===== config.mk =====
export PLATFORM = sky130hd
export DESIGN_NAME = uart_rx_fifo
export DESIGN_NICKNAME = d
export VERILOG_FILES = /design/src/rtl/uart_rx_fifo.sv
export SDC_FILE = /design/constraint.sdc
export NUM_CORES = 1
export LEC_CHECK = 0
export ABC_AREA = 1
export CAP_MARGIN = 25
export CORE_ASPECT_RATIO = 0.9
export CORE_MARGIN = 10
export CORE_UTILIZATION = 54
export CTS_CLUSTER_SIZE = 14
export DETAILED_ROUTE_END_ITERATION = 8
export PLACE_DENSITY = 0.77
export SKIP_CTS_REPAIR_TIMING = 1
export SLEW_MARGIN = 25
export SYNTH_ARGS = -nofsm -noshare
export SYNTH_HDL_FRONTEND = slang
export SYNTH_SLANG_ARGS = --single-unit
export TNS_END_PERCENT = 50

===== constraint.sdc =====
create_clock -name I_clk -period 2.6 [get_ports I_clk]
set_clock_uncertainty 0.2 [all_clocks]
set_input_delay 0.65 -clock I_clk [delete_from_list [all_inputs] [get_ports I_clk]]
set_output_delay 0.65 -clock I_clk [all_outputs]
set_load 0.02 [all_outputs]

===== src/rtl/uart_rx_fifo.sv =====
// Oversampling 8N1 UART receiver feeding a byte FIFO with a valid/ready output.
// Define UART_RX_PARITY_EN to receive 8E1 frames (even parity checked, bad bytes dropped).
module uart_rx_fifo #(
    parameter int CLK_HZ     = 100000000,
    parameter int BAUD       = 115200,
    parameter int OVERSAMPLE = 16,
    parameter int FIFO_DEPTH = 8
) (
    input  logic                          I_clk,
    input  logic                          I_rst,
    input  logic                          I_uart_rx,
    output logic [7:0]                    O_data,
    output logic                          O_valid,
    input  logic                          I_ready,
    output logic [$clog2(FIFO_DEPTH):0]   O_count,
    output logic                          O_frame_err,
    output logic                          O_parity_err,
    output logic                          O_overrun
);

    localparam int DIV   = CLK_HZ / (BAUD * OVERSAMPLE);
    localparam int DIV_W = (DIV > 1) ? $clog2(DIV) : 1;
    localparam int SC_W  = $clog2(OVERSAMPLE);
    localparam int AW    = $clog2(FIFO_DEPTH);
    localparam int CW    = AW + 1;

    typedef enum logic [2:0] {
        ST_IDLE,
        ST_START,
        ST_DATA,
`ifdef UART_RX_PARITY_EN
        ST_PARITY,
`endif
        ST_STOP,
        ST_BREAK
    } state_t;

    state_t             state, state_nxt;
    logic               rx_p0, rx_p1, rxs;
    logic [DIV_W-1:0]   div_cnt;
    logic [SC_W-1:0]    scnt;
    logic [2:0]         bit_cnt;
    logic [7:0]         shreg;
    logic               tick, sample;
    logic               push_req, frame_set;
    logic               par_bad;
`ifdef UART_RX_PARITY_EN
    logic               par_set;
`endif

    logic [7:0]         mem [FIFO_DEPTH];
    logic [AW-1:0]      wr_ptr, rd_ptr;
    logic [CW-1:0]      count;
    logic               full, pop, do_push, drop;

    function automatic logic even_parity(input logic [7:0] b);
        return ^b;
    endfunction

    // Input synchronizer: idles at the line's mark level
    always_ff @(posedge I_clk) begin
        if (I_rst) begin
            rx_p0 <= 1'b1;
            rx_p1 <= 1'b1;
        end else begin
            rx_p0 <= I_uart_rx;
            rx_p1 <= rx_p0;
        end
    end
    assign rxs = rx_p1;

    // Tick and sample counters are held at zero in IDLE so each frame is timed from its start edge
    always_ff @(posedge I_clk) begin
        if (I_rst || state == ST_IDLE) begin
            div_cnt <= '0;
            scnt    <= '0;
        end else begin
            if (div_cnt == DIV_W'(DIV - 1))
                div_cnt <= '0;
            else
                div_cnt <= div_cnt + 1'b1;
            if (tick) begin
                if (scnt == SC_W'(OVERSAMPLE - 1))
                    scnt <= '0;
                else
                    scnt <= scnt + 1'b1;
            end
        end
    end

    assign tick   = (state != ST_IDLE) && (div_cnt == DIV_W'(DIV - 1));
    assign sample = tick && (scnt == SC_W'(OVERSAMPLE / 2 - 1));

    always_ff @(posedge I_clk) begin
        if (I_rst || state == ST_IDLE)
            bit_cnt <= 3'd0;
        else if (state == ST_DATA && sample)
            bit_cnt <= bit_cnt + 3'd1;
    end

    always_ff @(posedge I_clk) begin
        if (state == ST_DATA && sample)
            shreg <= {rxs, shreg[7:1]};
    end

`ifdef UART_RX_PARITY_EN
    always_ff @(posedge I_clk) begin
        if (I_rst || state == ST_IDLE)
            par_bad <= 1'b0;
        else if (par_set)
            par_bad <= 1'b1;
    end
`else
    assign par_bad = 1'b0;
`endif

    always_ff @(posedge I_clk) begin
        if (I_rst)
            state <= ST_IDLE;
        else
            state <= state_nxt;
    end

    always_comb begin
        state_nxt = state;
        push_req  = 1'b0;
        frame_set = 1'b0;
`ifdef UART_RX_PARITY_EN
        par_set   = 1'b0;
`endif
        case (state)
            ST_IDLE: begin
                if (!rxs)
                    state_nxt = ST_START;
            end
            ST_START: begin
                if (sample)
                    state_nxt = rxs ? ST_IDLE : ST_DATA;
            end
            ST_DATA: begin
                if (sample && bit_cnt == 3'd7)
`ifdef UART_RX_PARITY_EN
                    state_nxt = ST_PARITY;
`else
                    state_nxt = ST_STOP;
`endif
            end
`ifdef UART_RX_PARITY_EN
            ST_PARITY: begin
                if (sample) begin
                    par_set   = (rxs != even_parity(shreg));
                    state_nxt = ST_STOP;
                end
            end
`endif
            // Leaving at stop-bit mid leaves half a bit to catch the next start edge
            ST_STOP: begin
                if (sample) begin
                    if (rxs) begin
                        push_req  = !par_bad;
                        state_nxt = ST_IDLE;
                    end else begin
                        frame_set = 1'b1;
                        state_nxt = ST_BREAK;
                    end
                end
            end
            ST_BREAK: begin
                if (rxs)
                    state_nxt = ST_IDLE;
            end
            default: state_nxt = ST_IDLE;
        endcase
    end

    // A full FIFO still accepts a byte when the head is popped in the same cycle
    assign full    = (count == CW'(FIFO_DEPTH));
    assign pop     = O_valid && I_ready;
    assign do_push = push_req && (!full || pop);
    assign drop    = push_req && full && !pop;

    always_ff @(posedge I_clk) begin
        if (do_push)
            mem[wr_ptr] <= shreg;
    end

    always_ff @(posedge I_clk) begin
        if (I_rst) begin
            wr_ptr <= '0;
            rd_ptr <= '0;
            count  <= '0;
        end else begin
            if (do_push)
                wr_ptr <= wr_ptr + 1'b1;
            if (pop)
                rd_ptr <= rd_ptr + 1'b1;
            case ({do_push, pop})
                2'b10:   count <= count + 1'b1;
                2'b01:   count <= count - 1'b1;
                default: count <= count;
            endcase
        end
    end

    assign O_valid = (count != '0);
    assign O_data  = O_valid ? mem[rd_ptr] : 8'h00;
    assign O_count = count;

    always_ff @(posedge I_clk) begin
        if (I_rst) begin
            O_frame_err <= 1'b0;
            O_overrun   <= 1'b0;
        end else begin
            O_frame_err <= frame_set;
            O_overrun   <= drop;
        end
    end

`ifdef UART_RX_PARITY_EN
    always_ff @(posedge I_clk) begin
        if (I_rst)
            O_parity_err <= 1'b0;
        else
            O_parity_err <= par_set;
    end
`else
    assign O_parity_err = 1'b0;
`endif

endmodule


# Yosys cells after proc, flatten, opt, wreduce, memory -nomap -nowiden
# Memories as Yosys holds them, arrays and structs flattened. A register that Yosys moved wholly into a read port is not among the register bits.
# Cells that the tools add are included.
dict set report word_totals {
  romBits 0
  output_inout_bits 16
  mem_bits_rw 64
  n_memories 1
  latch_bits 0
  word_cells 76
  reg_bits 38
  input_bits 4
}
dict set report op_classes {
  addsub 7
  order_cmp 0
  n_mux 19
  multipliers 0
  shift 0
  n_bitwise 2
  n_div 0
  n_reduce_logical 19
  n_eq_ne 16
}
# memory depth width read_ports rd_clocked_by_memory_dff write_ports line_no
set mem_list {}
lappend mem_list {mem 8 8 1 1 1 51} ;# logic [7:0] mem [FIFO_DEPTH];
# cell n
set ops {}
lappend ops {{$mux 3} 8}
lappend ops {{$pmux 3 s5} 1}
lappend ops {{$add 3x1->3 const B} 3}
lappend ops {{$add 4x1->4 const B} 2}
lappend ops {{$eq 4x4->1 const B} 2}
lappend ops {{$logic_and 1x1->1} 8}
lappend ops {{$mux 8} 1}
lappend ops {{$ne 2x2->1 const B} 4}
lappend ops {{$pmux 4 s2} 1}
lappend ops {{$add 6x1->6 const B} 1}
lappend ops {{$eq 3x2->1 const B} 2}
lappend ops {{$eq 3x3->1 const B} 2}
lappend ops {{$eq 6x6->1 const B} 1}
lappend ops {{$mux 1} 6}
lappend ops {{$reduce_and 5->1} 1}
lappend ops {{$eq 4x3->1 const B} 1}
lappend ops {{$mux 4} 1}
lappend ops {{$reduce_bool 4->1} 1}
lappend ops {{$sub 4x1->4 const B} 1}
lappend ops {{$eq 3x1->1 const B} 1}
lappend ops {{$logic_not 3->1} 1}
lappend ops {{$reduce_bool 3->1} 1}
lappend ops {{$reduce_or 3->1} 1}
lappend ops {{$eq 2x1->1 const B} 1}
lappend ops {{8 further kinds} 11}

# Longest topological paths before layout
dict set report logic_depth {
  ltp_word 8
  mapped_depth 16
  depth_no_buf 16
}

# Worst setup path before layout
# No wires, ideal clock.
dict set report synth_path {
  kind {reg-to-reg}
  from {register div_cnt[0]}
  to {memory mem[1][0] (enable)}
  arrival_time_ns 1.893
  setup_ns 0.383
  slack_ns 0.124
  period_less_slack_ns 2.476
  n_path_buf 0
  path_stages_with_launch 10
  cell_sequence {dfxtp_1 ha_1 nand3_1 nor2_4 nand4_4 nor2_4 inv_4 nor2_4 inv_2 nor3_1}
}
dict set report synth_via {
  elab_chain_cells 8
}
# element line_no
set synth_lines {}
lappend synth_lines {{start: declaration} 40} ;# logic [DIV_W-1:0] div_cnt;
lappend synth_lines {{start signal: assignment} 81} ;# div_cnt <= div_cnt + 1'b1;
lappend synth_lines {{$eq 6x6->1} 91} ;# assign tick = (state != ST_IDLE) && (div_cnt == DIV_W'(DIV - 1));
lappend synth_lines {{$logic_and 1x1->1} 91}
lappend synth_lines {{$logic_and 1x1->1} 92} ;# assign sample = tick && (scnt == SC_W'(OVERSAMPLE / 2 - 1));
lappend synth_lines {{$mux 1} 158} ;# if (sample) begin
lappend synth_lines {{$mux 1} 131} ;# case (state)
lappend synth_lines {{$logic_and 1x1->1} 179} ;# assign do_push = push_req && (!full || pop);
lappend synth_lines {{$mux 1} 183} ;# if (do_push)
lappend synth_lines {{$mux 1 (not written as such)} 184} ;# mem[wr_ptr] <= shreg;
lappend synth_lines {{end: declaration} 51}
# No other way between the ends.

==> metrics.yaml <==
outcome: "finished, final reports clean"
antenna_found_initial: 0
ioPinCount: 20
place_congestion: 0.855
pre_cts_slack_ns: -0.0691
cts_tree: "built"
placed_cells: 540
ir_drop_uv: 657
maxSlewViolCount: 0
cts_sinks: 105
area_growth_pct: 17.9
fp.dieArea_um2: 12000
setup_tns_ns: 0
synth_cell_types: 36
synth_area_leaders: "edfxtp_1 (50%), dfxtp_1 (15%), nor2_1 (6.2%), o21ai_0 (5.1%), nand2_1 (3.3%)"
synth_top_cells_by_count: "edfxtp_1 (72), nor2_1 (71), o21ai_0 (44)"
synth_nets: 413
hpwl_um: 6140
via_per_inst: 5.45
antennaDiodeCount: 0
worstPathRequired_ns: 1.75
dr.pass1.iters: 4
path_clk_slew_ns: 0.10
synth_flop_cell: "edfxtp_1"
root_buffer: "clkbuf_8"
cts_buffer_depth: 2
grt_max_degree: 20
ys_ff_latch: 105
rsz0062_at_grt: "true"
grt_pass1_wl_um: 14000
netlist.area_leader.share_pct: 50.1
hold_slack_ns: 0.218
drt_iter0_markers: 173
synth.cell_area_um2: 4320
num_vias: 3054
ant_nets: 0
layout.cells.non_filler: 560
cp-start-kind: "flop"
synth-edff-count: 72
async_flop_share_pct: 0
max_freq_ghz: 0.392
final.fill_count: 595
htree_levels: 3
yosys.area.top_type: "edfxtp_1"
fin_nets: 471
io_buffer_count: 18
min_period_ns: 2.55
rows: 30
ys_warn_count: 0
final_util_pct: 66.4
avgSynthCellArea_um2: 10.8
setup_viol: 0
yosysSeqAreaShare_pct: 65.4
fin_crit_sh_pct: 98.2
grtUsageTotal_pct: 14.3
grt-ovfl-total: 0
drive_above_1_share_pct: 19.2
fin_ws_ns: 0.0468
wl_per_cell_um: 15.3
power.density_nw_per_um2: 957
cts-buffers-inserted: 9
path_class: "reg -> out"
die_w_um: 114
start_util_pct: 56.4
fp.dieH_um: 105
cap_violations: 0
remaining_drc_errors: 0
routed_wl_um: 8570
hold_violations: 0
endpoint_kind: "output pin"
leakagePower_nw: 1.89
syn_inst: 401
cp.arrival_ns: 1.70
clock_latency_ns: 0.36
grt_pass1_vias: 3016
hold_path_class: "reg -> reg"
crit_fanout: 16
coreArea_um2: 7660
yosysMostFrequentCell: "edfxtp_1"
[layer usage]
metal	global-route usage, %	part of all wire, %	up-vias
met2	24.6	50	80
met1	16.7	43	1462
met3	3.95	5.3	9
met4	5.10	1.2	0
met5	0	0	-
li1	-	-	1503
[cell usage in the layout, fill, tap and decap left out, types with 8 or more instances in the layout]
cell type,count
a31oi_1,10
edfxtp_1,72
clkdlybuf4s50_1,9
buf_4,38
ha_1,8
o22ai_1,8
dfxtp_1,31
nand3_1,13
nor2_1,71
inv_1,26
o21ai_0,42
nand2_1,38
a21oi_1,15
nor3_1,12
clkbuf_8,9
[path summary, 6_finish.rpt]
path                                  from   endpoint  slack [ns]  depth (start not counted)
worst min register to register       rx_p0      rx_p1        0.22                          1
worst max-delay path                  flop  O_data[2]        0.05                          7
worst min-delay path                 rx_p0      rx_p1        0.22                          1
worst max register to register  div_cnt[0]  mem[3][2]        0.26                         10
[sequential cells by signal, indices dropped and copies added (netlist names), 3 cells and up, named ones only]
register / flops
mem: 64
shreg: 8
div_cnt: 6
O_count: 4
scnt: 4
bit_cnt: 3
rd_ptr: 3
state: 3
wr_ptr: 3
[per-stage QoR]
stage | instance area, um^2 | total power, W
2_1_floorplan | 4320 | 0.00304
6_report | 5090 | 0.00487
4_1_cts | 5050 | 0.00487
5_1_grt | 5090 | 0.00517
3_3_place_gp | 4850 | 0.00380
3_5_place_dp | 4850 | 0.00387
[cell families after synthesis]
family,Yosys count,synth area share [%]
buffers and inverters,45,4.09
AND/OR/NAND/NOR,154,16.8
other,1,0.0869
adder cells (fa/ha/maj),8,2.32
flip-flops,105,65.4
XOR/XNOR,5,1.01
AO/OA/AOI/OAI,83,10.3
[cell type report]
class / count / area (um^2) / area share (%)
clock inverters: 7 / 77.6 / 1.53
multi-input cells: 251 / 1320 / 25.9
flip-flops and latches: 105 / 2830 / 55.6
inverters: 34 / 133 / 2.61
repair buffers: 58 / 488 / 9.59
well taps: 96 / 120 / 2.36
clock buffers: 9 / 124 / 2.44
[report_power, final]
group,switching (W),internal (W),leakage (nW)
registers,0.0000723,0.00185,0.916
logic,0.00114,0.000806,0.880
clock network,0.000552,0.000455,0.0958
[critical path, stage by stage (launching register included)]
cell and delay, ns:
dfxtp_4 0.40, buf_12 0.14, buf_4 0.14, nor2_1 0.05
nor2_1 0.10, o21ai_0 0.13, a31oi_1 0.19, clkbuf_2 0.19
Note: power is estimated with default switching activity, not from simulation.
